[src/rtl/cfg_chain_pkg.sv]
// Shared state encoding and parameter defaults for the configuration chain loader.
package cfg_chain_pkg;

  localparam int CHAIN_LEN_DEF = 64;
  localparam int WORD_W_DEF    = 8;

  typedef enum logic [2:0] {
    IDLE,
    LOAD,
    SHIFT,
    DRAIN,
    COMMIT
  } state_t;

endpackage

[src/rtl/cfg_chain_shifter.sv]
// Word shift register feeding chain_d and capturing chain_q, with its bit index.
module cfg_chain_shifter
  import cfg_chain_pkg::*;
#(
  parameter int WORD_W = WORD_W_DEF,
  parameter int IW     = (WORD_W > 1) ? $clog2(WORD_W) : 1
) (
  input  logic              CLK,
  input  logic              RST_N,
  input  logic              load,
  input  logic [WORD_W-1:0] load_data,
  input  logic              shift,
  input  logic              q_in,
  output logic              next_bit,
  output logic [IW-1:0]     idx,
  output logic [WORD_W-1:0] cap_nxt
);

  logic [WORD_W-1:0] data_r;
  logic [WORD_W-1:0] data_shr;
  logic [WORD_W-1:0] cap_r;

  assign data_shr = data_r >> 1;
  assign next_bit = data_shr[0];

  // Capture word including the bit being sampled this cycle.
  always_comb begin
    cap_nxt      = cap_r;
    cap_nxt[idx] = q_in;
  end

  always_ff @(posedge CLK or negedge RST_N) begin
    if (!RST_N) begin
      data_r <= '0;
      cap_r  <= '0;
      idx    <= '0;
    end else if (load) begin
      data_r <= load_data;
      cap_r  <= '0;
      idx    <= '0;
    end else if (shift) begin
      data_r <= data_shr;
      cap_r  <= cap_nxt;
      idx    <= idx + IW'(1);
    end
  end

endmodule

[src/rtl/cfg_chain_loader.sv]
// Serial configuration chain loader: writes host words into the chain while reading
// the old contents back, then commits.
//
// state  | meaning
// IDLE   | waiting for start, chain shows latch output
// LOAD   | waiting for next host word (and a free readback register)
// SHIFT  | shifting one word into the chain, capturing chain_q
// DRAIN  | waiting for the final readback word to be taken
// COMMIT | one-cycle commit pulse, done follows in IDLE
module cfg_chain_loader
  import cfg_chain_pkg::*;
#(
  parameter int CHAIN_LEN = CHAIN_LEN_DEF,
  parameter int WORD_W    = WORD_W_DEF
) (
  input  logic              CLK,
  input  logic              RST_N,
  input  logic              start,
  input  logic              in_valid,
  input  logic [WORD_W-1:0] in_data,
  output logic              in_ready,
  output logic              out_valid,
  output logic [WORD_W-1:0] out_data,
  input  logic              out_ready,
  output logic              chain_d,
  output logic              chain_en,
  output logic              chain_sel,
  input  logic              chain_q,
  output logic              busy,
  output logic              commit,
  output logic              done
);

  localparam int CW = $clog2(CHAIN_LEN + 1);
  localparam int IW = (WORD_W > 1) ? $clog2(WORD_W) : 1;

  state_t            state;
  logic [CW-1:0]     bits_done;
  logic              sh_load;
  logic              sh_shift;
  logic              sh_next_bit;
  logic [IW-1:0]     sh_idx;
  logic [WORD_W-1:0] sh_cap_nxt;
  logic              out_free;
  logic              chain_last;
  logic              last_bit;

  // in_ready looks at out_ready directly so a word taken this cycle frees the slot at once.
  assign out_free   = out_valid && out_ready;
  assign in_ready   = (state == LOAD) && (!out_valid || out_ready);
  assign sh_load    = in_valid && in_ready;
  assign sh_shift   = (state == SHIFT);
  assign chain_last = (bits_done == CW'(CHAIN_LEN - 1));
  assign last_bit   = (sh_idx == IW'(WORD_W - 1)) || chain_last;

  cfg_chain_shifter #(
    .WORD_W (WORD_W),
    .IW     (IW)
  ) u_shifter (
    .CLK       (CLK),
    .RST_N     (RST_N),
    .load      (sh_load),
    .load_data (in_data),
    .shift     (sh_shift),
    .q_in      (chain_q),
    .next_bit  (sh_next_bit),
    .idx       (sh_idx),
    .cap_nxt   (sh_cap_nxt)
  );

  always_ff @(posedge CLK or negedge RST_N) begin
    if (!RST_N) begin
      state     <= IDLE;
      bits_done <= '0;
      out_valid <= 1'b0;
      out_data  <= '0;
      chain_d   <= 1'b0;
      chain_en  <= 1'b0;
      chain_sel <= 1'b0;
      busy      <= 1'b0;
      commit    <= 1'b0;
      done      <= 1'b0;
    end else begin
      done <= 1'b0;
      if (out_free) out_valid <= 1'b0;
      case (state)
        IDLE: begin
          if (start) begin
            state     <= LOAD;
            bits_done <= '0;
            busy      <= 1'b1;
            chain_sel <= 1'b1;
          end
        end
        LOAD: begin
          if (sh_load) begin
            state    <= SHIFT;
            chain_en <= 1'b1;
            chain_d  <= in_data[0];
          end
        end
        SHIFT: begin
          bits_done <= bits_done + CW'(1);
          if (last_bit) begin
            chain_en  <= 1'b0;
            chain_d   <= 1'b0;
            out_data  <= sh_cap_nxt;
            out_valid <= 1'b1;
            state     <= chain_last ? DRAIN : LOAD;
          end else begin
            chain_d <= sh_next_bit;
          end
        end
        DRAIN: begin
          if (out_free) begin
            state     <= COMMIT;
            commit    <= 1'b1;
            chain_sel <= 1'b0;
          end
        end
        COMMIT: begin
          state  <= IDLE;
          commit <= 1'b0;
          done   <= 1'b1;
          busy   <= 1'b0;
        end
        default: state <= IDLE;
      endcase
    end
  end

endmodule
[config.mk]
export PLATFORM = sky130hd
export DESIGN_NAME = cfg_chain_loader
export DESIGN_NICKNAME = d
export VERILOG_FILES = /design/src/rtl/cfg_chain_pkg.sv /design/src/rtl/cfg_chain_shifter.sv /design/src/rtl/cfg_chain_loader.sv
export SDC_FILE = /design/constraint.sdc
export NUM_CORES = 1
export LEC_CHECK = 0
export CORE_MARGIN = 1
export CORE_UTILIZATION = 45
export DETAILED_ROUTE_END_ITERATION = 7
export GPL_TIMING_DRIVEN = 0
export MAX_ROUTING_LAYER = met4
export PLACE_DENSITY = 0.67
export SYNTH_ARGS = -nofsm -noshare
export SYNTH_HDL_FRONTEND = slang
export SYNTH_HIERARCHICAL = 1
export SYNTH_SLANG_ARGS = --single-unit
[constraint.sdc]
create_clock -name CLK -period 3.7 [get_ports CLK]
set_input_delay 0.37 -clock CLK [delete_from_list [all_inputs] [get_ports CLK]]
set_output_delay 0.37 -clock CLK [all_outputs]
set_load 0.01 [all_outputs]
==> results of run 1 <==
kinds of logic (layout without fill, tap and decap cells):
logic type,Yosys count,count (layout),synth area share (%)
xor+xnor,2,2,0.772
flops,43,43,47.4
buf+inv,17,56,5.62
fa+ha+maj,2,2,1.10
simple gates,71,71,20.7
compound gates,29,29,7.99
mux,31,31,16.4
what timing repair did:
action,in CTS,in global routing
endpoints found under the hold margin,14,0
hold buffers,1,0
setup buffers,0,0
metal layers:
metal	global-route usage, %	wire, um	vias up
met2	25.3	1820	27
met1	24.8	2090	748
met5	-	0	-
met3	4.14	136	4
li1	-	-	770
met4	7.19	57	0
registers in the layout, summed over array words and instances (netlist names):
signal	count
busy	1
bits_done	7
out_valid	1
chain_sel	1
u_shifter/cap_r	8
chain_d	1
u_shifter/data_r	7
state	3
u_shifter/idx	3
done	1
commit	1
chain_en	1
out_data	8
final cells by class:
type,count,area (sq um),share of cell area [%]
plain buffers,12,104,3.78
clock buffers,7,76.3,2.78
clock inverters,1,5.00,0.182
inverters,5,23.8,0.864
multi-input cells,135,1070,38.8
flip-flops and latches,43,1080,39.1
well taps,67,83.8,3.05
repair buffers,31,315,11.5
Yosys cell counts, drive strengths merged:
library cell,n
a21bo,1
a21o,1
a21oi,2
a22o,1
a31oi,3
and3,3
and4,1
and4bb,3
buf,10
clkbuf,2
clkinv,1
dfrtp,43
ha,2
inv,4
mux2,16
mux2i,15
nand2,16
nand2b,13
nand3,4
nand3b,5
nand4,4
nand4b,3
nor2,7
nor2b,1
nor3,2
nor3b,3
nor4b,2
o211ai,3
o21a,1
o21ai,17
or2b,1
or3,1
or3b,1
or4bb,1
xnor2,1
xor2,1
power groups by stage:
stage | logic (mW) | clock network (mW) | registers, mW
3_3_place_gp | 0.896 | 0 | 0.777
5_1_grt | 0.996 | 0.317 | 0.796
3_5_place_dp | 0.910 | 0 | 0.780
6_report | 0.906 | 0.287 | 0.771
4_1_cts | 0.914 | 0.297 | 0.772
2_1_floorplan | 0.647 | 0 | 0.770
worst max path at each step:
stage	startpoint	endpoint	slack (ps)	cells past startpoint
floorplan	state[2]	u_shifter/cap_r[7]	2020	7
global placement	RST_N	out_data[0]	1040	1
detailed placement	out_ready	u_shifter/cap_r[4]	1310	7
CTS	out_ready	u_shifter/cap_r[4]	1630	7
global route	state[1]	u_shifter/data_r[1]	1460	7
finish	out_ready	u_shifter/cap_r[4]	1640	7
critical path: stages:
cell and delay, ps:
clkdlybuf4s50_1 460, nand2b_1 150, and4_1 190, clkbuf_1 400, nand2b_1 170, clkbuf_1 340, mux2i_1 140
stage by stage:
| stage | setup WS (ps) | utilization, % | std cells | cell area [sq um] |
|---|---|---|---|---|
| 3_5_place_dp | 1310 | 55.6 | 292 | 2660 |
| 3_3_place_gp | 1040 | 55.2 | 291 | 2640 |
| 4_1_cts | 1630 | 57.5 | 301 | 2750 |
| 5_1_grt | 1460 | 57.5 | 301 | 2750 |
| 2_1_floorplan | 2020 | - | 195 | 2270 |
| 6_report | 1640 | 57.5 | 301 | 2750 |
==> run_results.csv, run 1 <==
group,metric,value,unit
worst_setup_path,path_class,"primary input to register",
synth,yosys.area.top_type,"dfrtp_1",
cells_and_area,area_delta_synth_final,21.2,%
drt,firstDrtPassIters,4,
worst_setup_path,worstPathRequired,3850,ps
clocking,root_buffer,"clkbuf_8",
clocking,cts_resized,0,
clocking,clk_latency,300,ps
synth,seq_area_frac_synth,47.4,%
synth,synthCells,195,
synth,yosysTopAreaCellShare,47.4,%
floorplanning,die-height,73.0,um
cells_and_area,layout-drive-gt1-share,19.7,%
drt,drt-initial-drc-count,99,
timing,max_freq,0.485,GHz
drt,drtAntennaViolNets,0,
floorplanning,rows,25,
timing,whs,482,ps
timing,period_needed,2060,ps
global_routing,antenna_found_initial,0,
synth,syn_nets,211,
synth,ys_seq_elements,43,
synth,avgSynthCellArea,11.6,sq um
global_routing,grt_start_max_net_pins,30,
power,cellLeakagePower,1.26,nW
timing,max_slew_margin,51.4,%
floorplanning,ios,30,
min_path,hp-class,"register to register",
power,p_total,1.96,mW
worst_setup_path,worstPathMaxFanout,12,
worst_setup_path,regToRegSetupSlack,1640,ps
flow_run,maxCapViolCount,0,
synth,netlist_top_cells_area,"dfrtp_1, mux2_4, mux2i_1",
drt,vias,1549,
cells_and_area,fillers,412,
clocking,cts_num_sinks,43,
worst_setup_path,reg2reg_from,"state[1]",
clocking,cts_buffers,5,
clocking,cts.path.max_buffers,2,
synth,syn_area,0.00227,sq mm
timing,skew,8.93,ps
clocking,htree_levels,2,
power,switching_share,35.0,%
worst_setup_path,r2r-end,"u_shifter/cap_r[4]",
worst_setup_path,crit_path_end_kind,"register",
power,p_comb_share,46.1,%
cells_and_area,fin_nets,249,
global_routing,grt_pass1_wl,6890,um
cells_and_area,layout_common_cells,"dfrtp_1, clkdlybuf4s50_1, o21ai_0, nand2_1, mux2i_1",
drt,wl_per_cell,13.6,um
min_path,min_to,"busy",
timing,slew_violations,0,
placement,portBuffers,29,
placement,gp_congestion,0.771,
clocking,cts_tree,"done",
drt,drcViolationCount,0,
timing,finalCritPeriodShare,55.8,%
power,pwr-share-seq,39.2,%
power,internal_power,1.28,mW
power,peakVddDrop,0.355,mV
cells_and_area,layout_commonest_cell,"dfrtp_1",
worst_setup_path,crit_arrival,2220,ps
drt,routed_wl,4100,um
timing,finalSetupViolCount,0,
global_routing,grt_pass1_vias,1447,
power,power_density,714,mW/mm^2
floorplanning,fp.dieW,73.0,um
timing,worst_slew_pin_slew,718,ps
worst_setup_path,startpoint_type,"primary input",
timing,hold_violations,0,
synth,synth.distinct_cells,45,
power,clkPwrFrac,14.6,%
min_path,whs_path_depth,2,
placement,dpl.hpwl,2810,um
synth,synth_warnings,6,
timing,rsz0062_at_grt,"no",
floorplanning,dieArea,0.00533,sq mm
global_routing,grt_overflow,0,
global_routing,grt_usage,17.9,%
timing,setup_tns,0,ps
min_path,hp-start,"busy",
drt,avgViaCountPerCell,5.15,
floorplanning,core-area,0.00479,sq mm
outcome,status,"completed",
worst_setup_path,reg2reg_depth,6,
floorplanning,start_util,47.4,%
power,p_sw,0.687,mW
clocking,cts.reportedPaths.clkPinSlew,80,ps
cells_and_area,n_antenna_cell,0,
Note: power is estimated with default switching activity, not from simulation.
==> inputs of run 2 (changes only) <==
- PLACE_DENSITY: 0.67 -> 0.7
- clock period: 3.7 -> 1.8 ns (I/O delays scaled with it)
==> run 2 against run 1 <==
Net effect: first-iteration DRC count fell by 2.0%; combinational power rose by 120%; clock power rose to 2.7 times the previous value; routed wire length rose by 1.1%; sequential power rose by 100%; via count rose by 0.39%; non-clock buffer count rose by 2; global-route usage fell by 0.18 points.
==> run_results.csv, run 2 (synthesis gave the netlist of run 1 again) <==
group,metric,value,unit
outcome,status,"completed",
cells_and_area,layout-drive-gt1-share,24.2,%
clocking,cts_tree,"done",
global_routing,grt_overflow,0,
global_routing,grt_usage,17.7,%
global_routing,grt_pass1_vias,1469,
timing,skew,5.14,ps
drt,drtAntennaViolNets,0,
drt,drcViolationCount,0,
cells_and_area,layout_common_cells,"dfrtp_1, clkdlybuf4s50_1, o21ai_0, nand2_1, mux2i_1",
floorplanning,core-area,0.00479,sq mm
drt,vias,1555,
timing,whs,274,ps
cells_and_area,n_antenna_cell,0,
drt,dr_wl_met3,103,um
timing,slew_violations,0,
floorplanning,ios,30,
global_routing,antenna_found_initial,0,
worst_setup_path,startpoint_type,"register",
timing,finalSetupViolCount,0,
drt,firstDrtPassIters,4,
min_path,hp-class,"primary input to asynchronous set/reset pin",
placement,gp_congestion,0.826,
cells_and_area,layout_commonest_cell,"dfrtp_1",
drt,top_layer,"met4",
timing,worst_slew_pin_slew,408,ps
floorplanning,start_util,47.4,%
timing,max_freq,0.559,GHz
worst_setup_path,regToRegSetupSlack,30,ps
clocking,cts_buffers,5,
drt,drt-met1-wl,2090,um
worst_setup_path,path_class,"register to output pin",
timing,max_slew_margin,72.7,%
cells_and_area,fillers,411,
worst_setup_path,worstPathRequired,1620,ps
clocking,cts.path.max_buffers,2,
worst_setup_path,reg2reg_from,"state[2]",
worst_setup_path,crit_path_start,"state[1]",
cells_and_area,area_delta_synth_final,25.1,%
floorplanning,dieArea,0.00533,sq mm
cells_and_area,top_regs,"out_data (8), u_shifter/cap_r (8)",
flow_run,maxCapViolCount,0,
drt,drt-initial-drc-count,97,
clocking,cts_num_sinks,43,
worst_setup_path,crit_arrival,1610,ps
drt,wl_per_cell,13.7,um
worst_setup_path,cp_cell_sequence,"nor2_2, and3_1, clkdlybuf4s50_1",
timing,period_needed,1790,ps
drt,avgViaCountPerCell,5.13,
drt,routed_wl,4140,um
clocking,root_buffer,"clkbuf_8",
timing,rsz0062_at_grt,"yes",
global_routing,grt_start_max_net_pins,35,
placement,dpl.hpwl,2810,um
cells_and_area,fin_nets,251,
timing,hold_violations,0,
floorplanning,die-height,73.0,um
clocking,cts.reportedPaths.clkPinSlew,80,ps
clocking,htree_levels,2,
power,peakVddDrop,0.783,mV
power,cellLeakagePower,1.30,nW
floorplanning,rows,25,
worst_setup_path,worstPathMaxFanout,8,
clocking,clk_latency,290,ps
worst_setup_path,crit_slowest_cell,"clkdlybuf4s50_1",
global_routing,grt_pass1_wl,6990,um
placement,portBuffers,29,
timing,finalCritPeriodShare,99.5,%
power,p_total,4.33,mW
floorplanning,fp.dieW,73.0,um
drt,wl_met2,1940,um
worst_setup_path,critical-path-max-stage-delay,530,ps
power,power_density,1530,mW/mm^2
worst_setup_path,crit_path_end_kind,"output pin",
==> run 2: per-stage QoR <==
stage               area (sq um)  setup TNS, ps  setup WS, ps  util (%)  cells
floorplan                   2270              0           122         -    195
global placement            2640         -33410          -631      55.2    291
detailed placement          2660          -6780          -405      55.6    292
CTS                         2820              0          3.16      59.0    303
global route                2840           -370         -85.2      59.3    303
finish                      2840              0          9.87      59.3    303
==> run 2: critical path: cells and delay by family, from the launching register on <==
family,cells,cell delay (ps)
and+or+nand+nor,2,320
DFF,1,470
buffers and inverters,1,530
==> run 2: report_power, final <==
group | leakage (nW) | total [mW] | switching (mW) | internal (mW)
logic | 0.689 | 1.98 | 0.858 | 1.12
clock network | 0.0612 | 0.779 | 0.330 | 0.449
registers | 0.549 | 1.58 | 0.259 | 1.32
==> run 2: path summary, 6_finish.rpt <==
kind                                            end  cells past startpoint
worst max-delay path                       in_ready                      3
worst min-delay path                   bits_done[0]                      2
worst max register to register  u_shifter/data_r[6]                      7
worst min register to register                 busy                      2
max in group asynchronous                  state[0]                      3
min in group CLK                u_shifter/data_r[2]                      3
==> run 2: what timing repair did <==
action                                  CTS  global route
endpoints found under the setup margin   19            20
gates resized for setup                   7             4
hold buffers                              1             0
hold endpoints to repair                  9             0
buffers inserted                          3             1
==> run 2: layer usage <==
| metal | vias to the layer above | global-route usage (%) |
|---|---|---|
| li1 | 777 | - |
| met1 | 752 | 25.0 |
| met2 | 24 | 25.5 |
| met3 | 2 | 4.14 |
| met4 | 0 | 4.79 |
| met5 | - | - |
==> run 2: cell type report <==
cell class / count / area, sq um / area share [%]
clock inverters: 2 / 35.0 / 1.23
plain buffers: 10 / 114 / 4.01
multi-input cells: 135 / 1080 / 37.9
well taps: 67 / 83.8 / 2.95
clock buffers: 6 / 82.6 / 2.91
flip-flops and latches: 43 / 1080 / 38.0
inverters: 5 / 23.8 / 0.837
repair buffers: 35 / 345 / 12.2
